$ cat src/rtl/fp_normalizer.sv
// Two-stage pipelined left-normalizer for the FPU add/sub datapath (leading-zero count, shift, exponent adjust).
// Define FP_NORM_DENORM_EN for gradual underflow; leave it undefined to flush underflows to zero.
module fp_normalizer (
  input  logic        clk,
  input  logic        rst,
  input  logic        in_valid,
  output logic        in_ready,
  input  logic        sign_in,
  input  logic [7:0]  exp_in,
  input  logic [23:0] mant_in,
  output logic        out_valid,
  input  logic        out_ready,
  output logic        sign_out,
  output logic [7:0]  exp_out,
  output logic [22:0] mant_out,
  output logic        zero_out,
  output logic        uflow_out
);

  typedef struct packed {
    logic        sign;
    logic [7:0]  exp;
    logic [23:0] mant;
    logic [4:0]  lz;
  } s1_t;

  typedef struct packed {
    logic        sign;
    logic [7:0]  exp;
    logic [22:0] mant;
    logic        zero;
    logic        uflow;
  } res_t;

  logic s1_valid_q, s1_valid_d;
  logic s2_valid_q, s2_valid_d;
  s1_t  s1_q, s1_d;
  res_t s2_q, s2_d;
  res_t res;
  logic s1_ready, s2_ready;
  logic [7:0] lz_ext;

  // Last hit wins, so the result reflects the most significant set bit.
  function automatic logic [4:0] count_lz(input logic [23:0] m);
    count_lz = 5'd24;
    for (int i = 0; i < 24; i++) begin
      if (m[i]) count_lz = 5'(23 - i);
    end
  endfunction

  assign s2_ready = !s2_valid_q || out_ready;
  assign s1_ready = !s1_valid_q || s2_ready;
  assign in_ready = s1_ready;
  assign lz_ext   = {3'b000, s1_q.lz};

  // NOTE: every signal written here gets a default first, otherwise a latch is inferred.
  always_comb begin
    s1_valid_d = s1_valid_q;
    s1_d       = s1_q;
    if (s1_ready) begin
      s1_valid_d = in_valid;
      if (in_valid) s1_d = '{sign: sign_in, exp: exp_in, mant: mant_in, lz: count_lz(mant_in)};
    end
  end

  always_comb begin
    res      = '0;
    res.sign = s1_q.sign;
    if (s1_q.mant == 24'd0) begin
      res.zero = 1'b1;
    end else if (s1_q.exp > lz_ext) begin
      res.exp  = s1_q.exp - lz_ext;
      res.mant = 23'(s1_q.mant << s1_q.lz);
    end else begin
`ifdef FP_NORM_DENORM_EN
      // Shift only as far as the denormal range allows; exp stays encoded as 0.
      res.mant  = (s1_q.exp == 8'd0) ? s1_q.mant[22:0] : 23'(s1_q.mant << (s1_q.exp - 8'd1));
      res.uflow = 1'b1;
`else
      res.uflow = 1'b1;
`endif
    end
  end

  always_comb begin
    s2_valid_d = s2_valid_q;
    s2_d       = s2_q;
    if (s2_ready) begin
      s2_valid_d = s1_valid_q;
      if (s1_valid_q) s2_d = res;
    end
  end

  // NOTE: sequential state uses non-blocking assignments so all registers update together.
  always_ff @(posedge clk or posedge rst) begin
    if (rst) begin
      s1_valid_q <= 1'b0;
      s2_valid_q <= 1'b0;
      s1_q       <= '0;
      s2_q       <= '0;
    end else begin
      s1_valid_q <= s1_valid_d;
      s2_valid_q <= s2_valid_d;
      s1_q       <= s1_d;
      s2_q       <= s2_d;
    end
  end

  assign out_valid = s2_valid_q;
  assign sign_out  = s2_q.sign;
  assign exp_out   = s2_q.exp;
  assign mant_out  = s2_q.mant;
  assign zero_out  = s2_q.zero;
  assign uflow_out = s2_q.uflow;

endmodule

$ cat config.mk
export PLATFORM = sky130hd
export DESIGN_NAME = fp_normalizer
export DESIGN_NICKNAME = d
export VERILOG_FILES = /design/src/rtl/fp_normalizer.sv
export SDC_FILE = /design/constraint.sdc
export NUM_CORES = 1
export LEC_CHECK = 0
export BUFFER_PORTS_ARGS = -buffer_cell sky130_fd_sc_hd__buf_2
export CAP_MARGIN = 20
export CELL_PAD_IN_SITES_DETAIL_PLACEMENT = 0
export CELL_PAD_IN_SITES_GLOBAL_PLACEMENT = 1
export CORE_MARGIN = 3
export CORE_UTILIZATION = 45
export CTS_BUF_LIST = sky130_fd_sc_hd__clkbuf_4 sky130_fd_sc_hd__clkbuf_8
export CTS_CLUSTER_SIZE = 28
export DETAILED_ROUTE_END_ITERATION = 12
export PLACE_DENSITY = 0.78
export SLEW_MARGIN = 20
export SYNTH_ARGS = -nofsm -noshare
export SYNTH_HDL_FRONTEND = slang
export SYNTH_SLANG_ARGS = --single-unit
$ cat constraint.sdc
create_clock -name clk -period 3.3 [get_ports clk]
set_input_delay 0.165 -clock clk [delete_from_list [all_inputs] [get_ports clk]]
set_output_delay 0.165 -clock clk [all_outputs]
set_load 0.05 [all_outputs]
; Yosys cells after proc, flatten, opt, wreduce, memory -nomap -nowiden
; Index checks and enable logic that the tools add are counted.
[totals]
rom_bits = 0
out_inout_bits = 36
elab_cells = 50
latchBits = 0
n_memories = 0
ff_bits = 74
ram_bits = 0
[op_classes]
addsub = 1
n_reduce_logical = 7
n_mux = 29
n_eq_ne = 0
shift = 1
n_div = 0
n_bitwise = 0
n_lt_le_gt_ge = 1
n_mul = 0
[op_table]
columns = op, count
row1 = 2-to-1 mux 5 bit, 23
row2 = 2-to-1 mux 31 bit, 2
row3 = zero test 24 bit, 1
row4 = << shifter 24 x 5 -> 23 bit, 1
row5 = greater-than comparator 8 x 5 -> 1 bit, 1
row6 = subtractor 8 x 5 -> 8 bit, 1
row7 = 2-to-1 mux 4 bit, 1
row8 = AND reduction 2 bit, 2
row9 = 2-to-1 mux 1 bit, 3
row10 = zero test 1 bit, 2
row11 = logical OR 1 bit, 2

; Depth between registers and ports, before layout
[logic_depth]
word_depth = 24
depth_mapped = 11
depth_no_buf = 9

; Worst setup path before layout
; OpenSTA, ideal clock, no wires.
[synth_path]
path_kind = reg2reg
start = reg s1_q (netlist bit lz_ext[2])
end = reg s2_q (netlist bit mant_out[3])
setup_ps = 122
n_path_buf = 3
slack_ps = 580
path_stages_with_launch = 11
t_required_ps = 3178
period_less_slack_ps = 2720
arrival_time_ps = 2599
path_cell_list = dfrtp_1 clkbuf_1 inv_2 buf_1 ha_1 a211oi_1 o21bai_2 a211o_1 nor3b_2 buf_2 a32o_1
[synth_between]
elab_chain_cells = 3
word_cells_on_any_way = 4
cone_classes = order compare (1) / shift (1) / mux (2)
[synth_rtl]
columns = item, line
row1 = start: declaration, 37  ; s1_t s1_q, s1_d;
row2 = start signal: assignment, 99  ; s1_q <= '0;
row3 = start signal: assignment, 104  ; s1_q <= s1_d;
row4 = greater-than comparator 8 x 5 -> 1 bit or << shifter 24 x 5 -> 23 bit (tied branches), "71, 73"
row5 = 2-to-1 mux 31 bit *, 71  ; end else if (s1_q.exp > lz_ext) begin
row6 = 2-to-1 mux 31 bit *, 69  ; if (s1_q.mant == 24'd0) begin
row7 = end signal: assignment, 100  ; s2_q <= '0;
row8 = end signal: assignment, 105  ; s2_q <= s2_d;
row9 = end: declaration, 38  ; res_t s2_q, s2_d;
; Every way passes the cells marked *; elsewhere a longest branch is shown, timed or not.
; A chain may end at the register's enable or synchronous reset.

; Worst setup path in the final report
[layout_path]
start = reg s1_q (netlist bit lz_ext[2])
end = reg s2_q (netlist bit mant_out[15])
; Same word-level chain as after synthesis.

==> impl_metrics.csv <==
group,metric,value,unit
outcome,outcome,"complete, no violations",
synth,synth_top_area_frac,0.425,
layout,final_nets,555,
power_and_ir_drop,switching_power,1.42,mW
synth,ys_seq_area_frac,0.425,
timing,fin_crit,2.73,ns
worst_hold_path,holdPathStages,3,
timing,max_freq,0.366,GHz
global_route,grt_start_max_net_pins,42,
place,place_hpwl,8.36,mm
synth,yosysTopAreaCell,"dfrtp_1",
power_and_ir_drop,powerDensity,669,nW/um^2
synth,ys.flop_type,"dfrtp_1",
critical_path,startpoint,"lz_ext[2]",
place,port_buffers,72,
layout,drive_gt1_frac,0.286,
timing,finalHoldViolCount,0,
cts,cts-root-buf,"clkbuf_8",
critical_path,crit_fanout,17,
timing,fin_skew,0.0138,ns
cts,cts_resized,0,
critical_path,crit_chain,"inv_2 > ha_1 > a211oi_1 > o21bai_2 > a211o_1 > or3b_1 > o41ai_2",
route,drt_pre_antenna_iters,4,
global_route,antenna_found_initial,0,
synth,async_flop_share,1.00,
timing,rsz0062_at_grt,"false",
power_and_ir_drop,power.leakage,2.38,nW
layout,multi_input_area,2310,um^2
layout,areaGrowthSynthToFinish,17.8,%
route,drt_iter0_drc,194,
synth,ys_seq_elements,74,
power_and_ir_drop,clock_power_share,0.230,
cts,clkSlewWorstSetupHoldPaths,0.07,ns
synth,synthTopCellsByArea,"dfrtp_1 42%, mux2_2 7.5%, nand2_1 6.2%",
cts,cts_buffers,9,
critical_path,cp-start-kind,"register",
synth,syn-num-nets,479,
die,io_pins,73,
worst_hold_path,hold_start,"exp_in[1]",
die,fp.coreArea,9330,um^2
critical_path,cp_data_required_time,3.52,ns
cts,cts_setup_buffers,0,
power_and_ir_drop,vdd_drop_max,0.291,mV
die,dieArea,10900,um^2
global_route,globalRouteTotalUtil,0.211,
synth,syn-instance-count,436,
synth,ys_types,61,
layout,final_common_cell,"dfrtp_1",
critical_path,crit_slowest_cell,"dfrtp_1",
run,maxCapViolCount,0,
critical_path,worst-r2r-cell-count,7,
power_and_ir_drop,combPwrFrac,0.409,
global_route,grt_pass1_wl,18.5,mm
die,fp.dieH,104,um
synth,synth_edf_count,0,
route,ant_nets,0,
route,finalWirelength,11.0,mm
layout,stdcell_count,646,
cts,cts_max_path_buffers,2,
layout,final_cell_mix,"74 x dfrtp_1, 72 x nand2_1, 72 x buf_2",
die,rows,35,
timing,setup_viol,0,
power_and_ir_drop,internal_power,2.02,mW
power_and_ir_drop,switching_share,0.412,
critical_path,end_kind,"register",
synth,synth_area_per_cell,10.0,um^2
route,routed-via-count,3645,
route,wire_per_inst,17.1,um
critical_path,timing.rr.start,"lz_ext[2]",
timing,min_period_over_period,0.829,
layout,seq_area,1850,um^2
power_and_ir_drop,pwr-share-seq,0.361,
timing,setup_tns,0,ns
timing,finalMaxSlewViolations,0,
route,vias_per_cell,5.64,
cts,clock_sinks,74,
worst_hold_path,holdCritPathClass,"primary input to register",
synth,yosys_warnings,0,
cts,h-tree-depth,3,
cts,worstSkewPairLatency,0.36,ns
global_route,grt_pass1_vias,3514,
die,start_util,0.467,
place,dp.cells,622,
critical_path,cp.arrival,2.95,ns
critical_path,worstSetupPathType,"register to register",
route,drcViolationCount,0,
die,die_w,104,um
cts,ctsHoldBuffers,8,
timing,tightest_slew,0.924,ns
cts,cts_tree,"yes",
global_route,overflow,0,
place,place_congestion,0.899,
timing,slew_headroom,0.379,
synth,syn_area,4360,um^2
critical_path,critPathMaxStageDelay,0.67,ns
layout,num_antenna_cells,0,
layout,nFillCells,877,
-- metal layers --
metal,up-vias,wire length (um),track usage
li1,1767,-,-
met1,1762,5240,0.303
met2,107,5010,0.319
met3,9,639,0.0466
met4,0,149,0.0665
met5,-,0,0
-- path summary, 6_finish.rpt --
check | to | slack [ns]
worst max-delay path | mant_out[15] | 0.57
worst min-delay path | s1_q[30] | 0.01
worst max register to register | mant_out[15] | 0.57
worst min register to register | mant_out[11] | 0.47
max in group asynchronous | mant_out[15] | 2.20
min in group asynchronous | res[33] | 0.28
-- per-stage QoR --
step	setup slack, ns	hold WS (ns)	power, mW	util	area [um^2]
6_report	0.565	0.0121	3.44	0.550	5130
5_1_grt	0.384	0.0126	3.64	0.550	5130
3_5_place_dp	0.586	0.123	2.66	0.518	4830
3_3_place_gp	0.672	0.113	2.64	0.518	4830
4_1_cts	0.569	0.00629	3.46	0.550	5130
2_1_floorplan	0.580	0.270	2.32	-	4360
-- worst max-delay path: cells and delay by family (launching register included) --
kind | cells | cell delay [ns]
and+or+nand+nor | 1 | 0.56
AOI/OAI and AO/OA | 4 | 0.93
DFF | 1 | 0.67
buffers and inverters | 1 | 0.07
adders and majority gates | 1 | 0.37
-- layout make-up --
type	count	share of cell area
inverters	13	0.00951
clock inverters	5	0.0151
repair buffers	93	0.105
multi-input cells	321	0.450
flip-flops and latches	74	0.361
clock buffers	11	0.0283
well taps	129	0.0314
-- cell usage after synthesis (all sizes together), types with 3 or more instances --
| master | number |
|---|---|
| a211oi | 4 |
| a21oi | 9 |
| a22o | 5 |
| a311oi | 3 |
| a31oi | 7 |
| a32o | 10 |
| buf | 12 |
| clkbuf | 16 |
| dfrtp | 74 |
| ha | 5 |
| inv | 12 |
| mux2 | 29 |
| mux2i | 21 |
| mux4 | 11 |
| nand2 | 72 |
| nand2b | 6 |
| nand3 | 3 |
| nand4 | 3 |
| nor2 | 30 |
| nor2b | 4 |
| nor3 | 8 |
| nor4 | 11 |
| o211a | 3 |
| o21a | 3 |
| o21ai | 26 |
| o221ai | 3 |
| o22ai | 4 |
| o31ai | 9 |
-- cells by family (layout without fill, tap and decap cells) --
family	Yosys count	in the layout	synth area share
compound gates	103	103	0.171
mux	61	61	0.180
buf+inv	41	122	0.0448
simple gates	148	148	0.154
fa+ha+maj	6	6	0.0189
xor+xnor	3	3	0.00603
flops	74	74	0.425
-- power groups by stage --
stage                     combinational (mW)  sequential, mW  clock (mW)
after floorplan                        0.631            1.69           0
after global placement                  1.39            1.25           0
after detailed placement                1.40            1.26           0
after CTS                               1.41            1.24       0.811
after global routing                    1.51            1.27       0.854
final                                   1.40            1.24       0.792
-- state kept, by name, summed over array words and instances (netlist names) --
name and cells:
zero_out 1, s1_q 32, out_valid 1, res 1
s1_valid_q 1, lz_ext 5, sign_out 1, exp_out 8
mant_out 23, uflow_out 1
(Power assumes the default switching activity.)
